<file path="src/rtl/uart_dbg_master_pkg.sv">
// Shared constants and types for the UART debug bus master.
// Holds the default command/response bytes and serial timing, the frame FSM
// and RX state encodings, and a small helper for loading down-counting timers.
package uart_dbg_master_pkg;

  localparam logic [7:0] CMD_WR_DEF   = 8'hA5;
  localparam logic [7:0] CMD_RD_DEF   = 8'h5A;
  localparam logic [7:0] ACK_BYTE_DEF = 8'hAC;
  localparam int         CLK_DIV_DEF  = 434;    // 50 MHz / 115200 baud
  localparam int         TIMEOUT_DEF  = 65535;

  typedef enum logic [2:0] {
    S_IDLE,
    S_ADDR,
    S_WDATA,
    S_BUS_WR,
    S_BUS_RD,
    S_RD_CAP,
    S_RESP
  } frame_state_t;

  typedef enum logic [1:0] {
    RX_IDLE,
    RX_START,
    RX_DATA,
    RX_STOP
  } rx_state_t;

  // Down-counters run load..0, so a period of N cycles loads N-1.
  function automatic logic [15:0] tmr_load(input int cycles);
    return 16'(cycles - 1);
  endfunction

endpackage

</file>
<file path="src/rtl/uart_dbg_txser.sv">
// Byte serialiser for the debug master's response line (8N1).
// Ports:
//   clk, rst  - system clock, synchronous active-high reset
//   start_i   - one-cycle request to send byte_i (accepted only when idle)
//   byte_i    - byte to send, sampled together with start_i
//   tx_pin    - serial output, idle high
//   done_o    - one-cycle pulse in the cycle after the stop bit ends
module uart_dbg_txser
  import uart_dbg_master_pkg::*;
#(
  parameter int CLK_DIV = CLK_DIV_DEF
) (
  input  logic       clk,
  input  logic       rst,
  input  logic       start_i,
  input  logic [7:0] byte_i,
  output logic       tx_pin,
  output logic       done_o
);

  logic [8:0]  shift_q;   // data bits then the stop bit; start bit is driven directly
  logic [15:0] tmr_q;
  logic [3:0]  bit_q;     // 0 = start bit, 1..8 = data, 9 = stop
  logic        active_q;

  always_ff @(posedge clk) begin
    if (rst) begin
      tx_pin   <= 1'b1;
      done_o   <= 1'b0;
      active_q <= 1'b0;
      tmr_q    <= '0;
      bit_q    <= '0;
    end else begin
      done_o <= 1'b0;
      if (!active_q) begin
        if (start_i) begin
          tx_pin   <= 1'b0;
          shift_q  <= {1'b1, byte_i};
          tmr_q    <= tmr_load(CLK_DIV);
          bit_q    <= '0;
          active_q <= 1'b1;
        end
      end else if (tmr_q != 16'd0) begin
        tmr_q <= tmr_q - 16'd1;
      end else if (bit_q == 4'd9) begin
        active_q <= 1'b0;
        done_o   <= 1'b1;
      end else begin
        // Shift in ones so the line stays high once the stop bit is out.
        tx_pin  <= shift_q[0];
        shift_q <= {1'b1, shift_q[8:1]};
        bit_q   <= bit_q + 4'd1;
        tmr_q   <= tmr_load(CLK_DIV);
      end
    end
  end

endmodule

</file>
<file path="src/rtl/uart_dbg_master.sv">
// UART-driven 32-bit bus initiator for host debug and program download.
// Frames (multi-byte fields LSB first):
//   write: CMD_WR addr[4] data[4]  -> one we_o strobe, reply ACK_BYTE
//   read : CMD_RD addr[4]          -> one rd_o strobe, reply data[4]
// Ports:
//   clk, rst  - system clock, synchronous active-high reset
//   rx_pin    - serial in from host (asynchronous, idle high)
//   tx_pin    - serial out to host (idle high)
//   waddr_o, data_o, sel_o, we_o - bus write address/data/byte enables/strobe
//   raddr_o, rd_o, data_i        - bus read address/strobe, data the cycle after rd_o
//   busy_o    - high whenever a frame is in progress
module uart_dbg_master
  import uart_dbg_master_pkg::*;
#(
  parameter int         CLK_DIV  = CLK_DIV_DEF,
  parameter int         TIMEOUT  = TIMEOUT_DEF,
  parameter logic [7:0] CMD_WR   = CMD_WR_DEF,
  parameter logic [7:0] CMD_RD   = CMD_RD_DEF,
  parameter logic [7:0] ACK_BYTE = ACK_BYTE_DEF
) (
  input  logic        clk,
  input  logic        rst,
  input  logic        rx_pin,
  output logic        tx_pin,
  output logic [31:0] waddr_o,
  output logic [31:0] data_o,
  output logic [3:0]  sel_o,
  output logic        we_o,
  output logic [31:0] raddr_o,
  output logic        rd_o,
  input  logic [31:0] data_i,
  output logic        busy_o
);

  localparam logic [15:0] TO_LIM = 16'(TIMEOUT);

  // ---------------- RX deserialiser ----------------
  logic        rx_s1, rx_s2, rx_d;
  rx_state_t   rx_st;
  logic [15:0] rx_tmr;
  logic [2:0]  rx_bit;
  logic [7:0]  rx_sh;
  logic        rx_vld;

  always_ff @(posedge clk) begin
    if (rst) begin
      rx_s1  <= 1'b1;
      rx_s2  <= 1'b1;
      rx_d   <= 1'b1;
      rx_st  <= RX_IDLE;
      rx_tmr <= '0;
      rx_bit <= '0;
      rx_vld <= 1'b0;
    end else begin
      rx_s1  <= rx_pin;
      rx_s2  <= rx_s1;
      rx_d   <= rx_s2;
      rx_vld <= 1'b0;
      case (rx_st)
        RX_IDLE: begin
          if (rx_d && !rx_s2) begin
            rx_tmr <= tmr_load(CLK_DIV / 2);
            rx_st  <= RX_START;
          end
        end
        RX_START: begin
          if (rx_tmr != 16'd0) begin
            rx_tmr <= rx_tmr - 16'd1;
          end else if (rx_s2) begin
            rx_st <= RX_IDLE;   // line back high at mid start bit: glitch
          end else begin
            rx_tmr <= tmr_load(CLK_DIV);
            rx_bit <= '0;
            rx_st  <= RX_DATA;
          end
        end
        RX_DATA: begin
          if (rx_tmr != 16'd0) begin
            rx_tmr <= rx_tmr - 16'd1;
          end else begin
            rx_sh  <= {rx_s2, rx_sh[7:1]};
            rx_tmr <= tmr_load(CLK_DIV);
            rx_bit <= rx_bit + 3'd1;
            if (rx_bit == 3'd7) rx_st <= RX_STOP;
          end
        end
        RX_STOP: begin
          if (rx_tmr != 16'd0) begin
            rx_tmr <= rx_tmr - 16'd1;
          end else begin
            // A low stop bit is a framing error: the byte is simply not delivered.
            rx_vld <= rx_s2;
            rx_st  <= RX_IDLE;
          end
        end
        default: rx_st <= RX_IDLE;
      endcase
    end
  end

  // ---------------- TX serialiser ----------------
  logic       tx_start;
  logic       tx_done;
  logic [31:0] resp_q;   // response bytes, next one to send in [7:0]

  uart_dbg_txser #(
    .CLK_DIV (CLK_DIV)
  ) u_txser (
    .clk     (clk),
    .rst     (rst),
    .start_i (tx_start),
    .byte_i  (resp_q[7:0]),
    .tx_pin  (tx_pin),
    .done_o  (tx_done)
  );

  // ---------------- Frame FSM ----------------
  frame_state_t st;
  logic         is_wr;
  logic [1:0]   idx;      // bytes collected in ADDR/WDATA; bytes left minus one in RESP
  logic [15:0]  to_cnt;
  logic [31:0]  addr_q;
  logic [31:0]  wdata_q;

  assign waddr_o = addr_q;
  assign raddr_o = addr_q;
  assign data_o  = wdata_q;
  assign sel_o   = 4'hF;

  always_ff @(posedge clk) begin
    if (rst) begin
      st       <= S_IDLE;
      busy_o   <= 1'b0;
      we_o     <= 1'b0;
      rd_o     <= 1'b0;
      tx_start <= 1'b0;
      is_wr    <= 1'b0;
      idx      <= '0;
      to_cnt   <= '0;
      addr_q   <= '0;
      wdata_q  <= '0;
    end else begin
      we_o     <= 1'b0;
      rd_o     <= 1'b0;
      tx_start <= 1'b0;
      case (st)
        S_IDLE: begin
          if (rx_vld && (rx_sh == CMD_WR || rx_sh == CMD_RD)) begin
            is_wr  <= (rx_sh == CMD_WR);
            idx    <= '0;
            to_cnt <= '0;
            busy_o <= 1'b1;
            st     <= S_ADDR;
          end
        end
        S_ADDR: begin
          if (rx_vld) begin
            addr_q <= {rx_sh, addr_q[31:8]};
            to_cnt <= '0;
            if (idx == 2'd3) begin
              idx <= '0;
              if (is_wr) begin
                st <= S_WDATA;
              end else begin
                rd_o <= 1'b1;
                st   <= S_BUS_RD;
              end
            end else begin
              idx <= idx + 2'd1;
            end
          end else if (to_cnt == TO_LIM) begin
            busy_o <= 1'b0;
            st     <= S_IDLE;
          end else begin
            to_cnt <= to_cnt + 16'd1;
          end
        end
        S_WDATA: begin
          if (rx_vld) begin
            wdata_q <= {rx_sh, wdata_q[31:8]};
            to_cnt  <= '0;
            if (idx == 2'd3) begin
              idx  <= '0;
              we_o <= 1'b1;
              st   <= S_BUS_WR;
            end else begin
              idx <= idx + 2'd1;
            end
          end else if (to_cnt == TO_LIM) begin
            busy_o <= 1'b0;
            st     <= S_IDLE;
          end else begin
            to_cnt <= to_cnt + 16'd1;
          end
        end
        S_BUS_WR: begin
          resp_q   <= {24'h0, ACK_BYTE};
          idx      <= 2'd0;
          tx_start <= 1'b1;
          st       <= S_RESP;
        end
        S_BUS_RD: begin
          st <= S_RD_CAP;
        end
        S_RD_CAP: begin
          resp_q   <= data_i;
          idx      <= 2'd3;
          tx_start <= 1'b1;
          st       <= S_RESP;
        end
        S_RESP: begin
          if (tx_done) begin
            if (idx == 2'd0) begin
              busy_o <= 1'b0;
              st     <= S_IDLE;
            end else begin
              idx      <= idx - 2'd1;
              resp_q   <= {8'h00, resp_q[31:8]};
              tx_start <= 1'b1;
            end
          end
        end
        default: begin
          busy_o <= 1'b0;
          st     <= S_IDLE;
        end
      endcase
    end
  end

endmodule

</file>
<file path="config.mk">
export PLATFORM = sky130hd
export DESIGN_NAME = uart_dbg_master
export DESIGN_NICKNAME = d
export VERILOG_FILES = /design/src/rtl/uart_dbg_master_pkg.sv /design/src/rtl/uart_dbg_txser.sv /design/src/rtl/uart_dbg_master.sv
export SDC_FILE = /design/constraint.sdc
export NUM_CORES = 1
export LEC_CHECK = 0
export BUFFER_PORTS_ARGS = -buffer_cell sky130_fd_sc_hd__buf_2
export CAP_MARGIN = 20
export CORE_UTILIZATION = 61
export CTS_CLUSTER_SIZE = 25
export DETAILED_ROUTE_END_ITERATION = 10
export HOLD_SLACK_MARGIN = 0.12
export PLACE_DENSITY_LB_ADDON = 0.08
export SYNTH_ARGS = -nofsm -noshare
export SYNTH_HDL_FRONTEND = slang
export SYNTH_SLANG_ARGS = --single-unit
</file>
<file path="constraint.sdc">
create_clock -name clk -period 7.4 [get_ports clk]
set_input_delay 1.48 -clock clk [delete_from_list [all_inputs] [get_ports clk]]
set_output_delay 1.48 -clock clk [all_outputs]
set_load 0.05 [all_outputs]
</file>
[Yosys cells after proc, flatten, opt, wreduce, memory -nomap -nowiden]
Cells that the tools add are included.
Widths: inputs -> output; s select.
Operators by class
  mux-type cells: 72
  bitwise operators: 9
  add/sub/neg operators: 7
  eq/ne operators: 36
  reductions and logical operators: 36
Operators with widths (number)
  $mux 16: 12
  $pmux 32 s3: 1
  $mux 32: 2
  $pmux 16 s4: 1
  $mux 3: 12
  $mux 9: 4
  $pmux 16 s2: 1
  $reduce_bool 16->1: 2
  $sub 16x1->16 const B: 2
  $ne 2x2->1 const B: 13
  $mux 2: 11
  $mux 1: 18
  $pmux 3 s6: 1
  $add 16x1->16 const B: 1
  $eq 16x16->1 const B: 1
  $mux 4: 4
  $ne 3x3->1 const B: 5
  $reduce_and 5->1: 3
  $eq 3x3->1 const B: 4
  $reduce_and 3->1: 4
  $reduce_and 4->1: 3
  $reduce_or 3->1: 4
  $pmux 2 s5: 1
  $not 1->1: 9
  other kinds (28): 41
Word-level totals
  logic and storage cells: 185
  register bits: 187
  input bits: 35
  output and inout port bits: 104

[Logic depth before layout (Yosys ltp)]
  depth in word-level cells: 5
  gate-level depth with buffers: 10
  mapped depth without buffers: 8

[By module]
From an unflattened synthesis, not the netlist that was laid out.
Unflattened totals
  cells, all modules: 910
  area total of the unflattened synthesis: 8403.1 um2
Modules (own cells, without submodules)
  uart_dbg_master: area an instance 6919.1 um2, times used 1, cells an instance 764, seq. area each 3503.4 um2
  uart_dbg_txser: area an instance 1483.9 um2, times used 1, cells an instance 146, seq. area each 700.7 um2

[Worst setup path before layout]
Ideal clock, no wire load.
  kind: input-to-reg
  from: input port rst
  to: register resp_q[0] (enable)
  arrival time: 4.141 ns
  stages on the path: 3
  required time: 6.939 ns
  slack: 2.798 ns
  library setup time: 0.461 ns
  buffers on the path: 2
  cells stage by stage: clkbuf_1 clkbuf_1 nor3_1
Between the ends
  cells in the longest elaborated chain, start to end: 2
RTL lines
  from (decl): RTL line uart_dbg_master.sv:22  | input logic rst,
  $not 1->1 (no line)
  $reduce_and 4->1 (no line)
  to (signal assigned): RTL line uart_dbg_master.sv:197  | resp_q <= {24'h0, ACK_BYTE};
  to (signal assigned): RTL line uart_dbg_master.sv:206  | resp_q <= data_i;
  to (signal assigned): RTL line uart_dbg_master.sv:218  | resp_q <= {8'h00, resp_q[31:8]};
  to (decl): RTL line uart_dbg_master.sv:104  | logic [31:0] resp_q;
No other way between the ends.
A chain may end at the register's enable or synchronous reset.

==> results.tsv <==
stage	metric	value	unit
route	Routed WL	16500	µm
timing	RSZ-0062 raised after global routing	no	
floorplan	Die W	119	µm
critical_path	Setup CP Type	in2reg	
final_layout	Area Growth Syn to Fin	14.3	%
power_and_ir_drop	Pwr Density	235	nW/µm²
timing	endpoints failing hold	0	
place	Buffers on Ports	134	
timing	setup violators final	0	
clock_tree	H-tree lvl count	4	
yosys	Syn Inst Count	919	
timing	Final Critical Period	2860	ps
clock_tree	clk_lat worst skew	430	ps
clock_tree	CTS tree	done	
place	detailed placer's ending HPWL	11000	µm
critical_path	Worst Path Max Fanout	81	
critical_path	cell repeated most along the worst path	buf_4	
route	Wirelength per Cell	13.8	µm
global_routing	global-route wire length before repair	27100	µm
final_layout	NumNets Final	1055	
timing	skew final	7.55	ps
route	Via density	5.62	
floorplan	Die H	119	µm
route	Pre-Repair DR Iteration Count	5	
clock_tree	Hold-fix buffers, CTS	0	
critical_path	Cell Chain, Critical Path	buf_4 > buf_4 > or2_2 > or4_1 > nand2_1	
yosys	ys flop type	dfxtp_1	
clock_tree	Post-CTS Setup Inserts	0	
route	Final ANT Viol Nets	0	
floorplan	full die area	14100	µm²
yosys	#FFs+latches synth	186	
min_path	worst min path class	reg2reg	
route	DRT iter0 DRCs	467	
power_and_ir_drop	VDD IR max	0.000144	V
timing	headroom to the max-slew limit	0.307	
power_and_ir_drop	Leakage	3.67	nW
floorplan	starting density of the core	0.626	
critical_path	Data required, critical path	7770	ps
final_layout	antenna cells	0	
timing	final worst setup slack	4540	ps
global_routing	vias in the first global route	5816	
yosys	Post-Syn Area	8320	µm²
floorplan	row cnt	42	
timing	worst-margin pin slew	1030	ps
global_routing	Total GRT Usage	0.236	
timing	period utilization	0.386	
floorplan	core footprint	13300	µm²
place	pre-CTS setup slack	4090	ps
route	vias	6708	
timing	sum of negative setup slack	0	ps
yosys	synth warn	0	
route	drt drc	0	
critical_path	WP data arrival	3230	ps
clock_tree	clock root cell	clkbuf_16	
critical_path	Startpoint Class	primary input	
critical_path	slowest CP cell	or4_1	
clock_tree	Bufs on Longest Clock Path	2	
global_routing	largest net degree at the start of global routing	82	
global_routing	antenna violations before repair	0	
timing	Max Clk Rate	0.350	GHz
flow_run	total of max-cap violations	0	
critical_path	CP endpoint kind	flop	
clock_tree	clock transition at the registers of the reported paths	70	ps
yosys	Syn Area/Cell	9.05	µm²
yosys	number of synthesized flops with an enable pin	48	
final_layout	Filler Cells Inserted	1032	
status	status	finished, final reports clean	
clock_tree	Num CTS Buffers	17	
critical_path	Max stage delay on crit path	490	ps
global_routing	residual overflow from global routing	0	
power_and_ir_drop	Pwr Total	2.23	mW
yosys	Seq/Total Area, Yosys	0.505	
clock_tree	cts repair resizes	0	
clock_tree	Sinks on Clock Net	186	
timing	Final Max Slew Viols	0	
yosys	ys async rst share	0	
yosys	Cell variety after synth	68	
final_layout	proportion of layout cells with a drive suffix above 1	0.209	
floorplan	# IOs	139	
place	Final GP Congestion	0.829	
==> cell families after synthesis <==
family                     count (synthesis)  share of synthesized area
xor gates and xnor gates                  17                     0.0179
adders and majority gates                 15                     0.0226
buffers and inverters                    102                     0.0641
and+or+nand+nor                          376                      0.215
other                                      1                   0.000451
DFF                                      186                      0.505
muxes                                      9                     0.0119
AOI/OAI and AO/OA                        213                      0.163
==> Yosys cell counts, drive strengths merged, types with 7 or more instances <==
cell type  count  area, µm²
nand2        168        633
dfxtp        138       2760
a21oi        111        567
nor2          60        225
edfxtp        48       1440
buf           43        312
clkbuf        39        146
nand3         29        145
nor3          28        145
o21ai         22        118
a22o          20        175
inv           19       71.3
ha            15        188
xor2          13        114
or4           12       93.8
nor4          11       96.3
o31ai         11       82.6
or3           11       68.8
and2           9       56.3
nand4          9       56.3
a31oi          8       50.1
or2            8       50.1
a211oi         7       62.6
and3           7       43.8
mux2           7       78.8
==> layout make-up <==
type	instances	area [µm²]	area share
timing repair buffer	146	823	0.0866
clock buffer	22	505	0.0532
multi-input combinational	634	3620	0.381
sequential	186	4200	0.442
inverter	20	75.1	0.00790
clock inverter	9	58.8	0.00619
tap	176	220	0.0232
==> layer usage <==
metal	global-route usage	vias up	share of wire	wire length, µm
li1	-	3394	-	-
met1	0.308	3120	0.46	7650
met2	0.390	178	0.49	8000
met3	0.0449	16	0.040	661
met4	0.0807	0	0.010	169
met5	0	-	0	0
==> cells in the final DEF, fill, tap and decap left out, types with 7 or more instances in the layout <==
master     Yosys  layout
and3_1         7       7
nand3_1       29      29
or2_2          8       8
dfxtp_1      138     138
inv_1         19      20
a31oi_1        8       8
nand2_1      167     167
o21ai_0       19      19
nor4_1         8       8
clkbuf_16      0      18
or4_1         11      11
edfxtp_1      48      48
o31ai_1       11      10
nor3_1        27      24
buf_4         37       9
mux2_2         7       7
buf_2          3     133
xor2_1        13      13
and2_1         9       9
nand4_1        9       9
a22o_1        20      20
nor2_1        60      58
ha_1          15      15
or3_1         11      11
a21oi_1      110     110
==> report_power, final <==
group,switching [mW],internal (mW)
sequential,0.0300,1.06
clock,0.375,0.484
combinational,0.175,0.108
==> flip-flops by register name, summed over array words and instances, names as in the netlist, 3 cells and up, named ones only <==
register         flops
u_txser.bit_q        4
u_txser.shift_q      8
resp_q              32
rx_sh                8
rx_tmr              16
raddr_o             32
to_cnt              16
u_txser.tmr_q       16
st                   3
data_o              32
rx_bit               3
==> final timing paths <==
path	to	depth (start not counted)	slack (ps)	startpoint
min reg2reg	rx_s2$_SDFF_PP1_	1	410	rx_s1$_SDFF_PP1_
max reg2reg	u_txser.shift_q[7]$_SDFFCE_PP1P_	5	4680	u_txser.tmr_q[6]$_SDFFE_PP0P_
max	to_cnt[11]$_SDFFE_PP0P_	5	4540	rst
min	rx_s2$_SDFF_PP1_	1	410	rx_s1$_SDFF_PP1_
==> critical path: cells and delay by family <==
| kind | cells | cell delay, ps |
|---|---|---|
| buffers and inverters | 2 | 660 |
| and+or+nand+nor | 3 | 1050 |
==> metrics by stage <==
| step | area, µm² | utilization | hold slack [ps] | cells |
|---|---|---|---|---|
| after floorplan | 8330 | - | 389 | 922 |
| after global placement | 8850 | 0.666 | 394 | 1158 |
| after detailed placement | 8880 | 0.668 | 399 | 1159 |
| after CTS | 9440 | 0.710 | 414 | 1190 |
| after global routing | 9500 | 0.715 | 423 | 1193 |
| final | 9500 | 0.715 | 411 | 1193 |
Note: power is estimated with default switching activity, not from simulation.
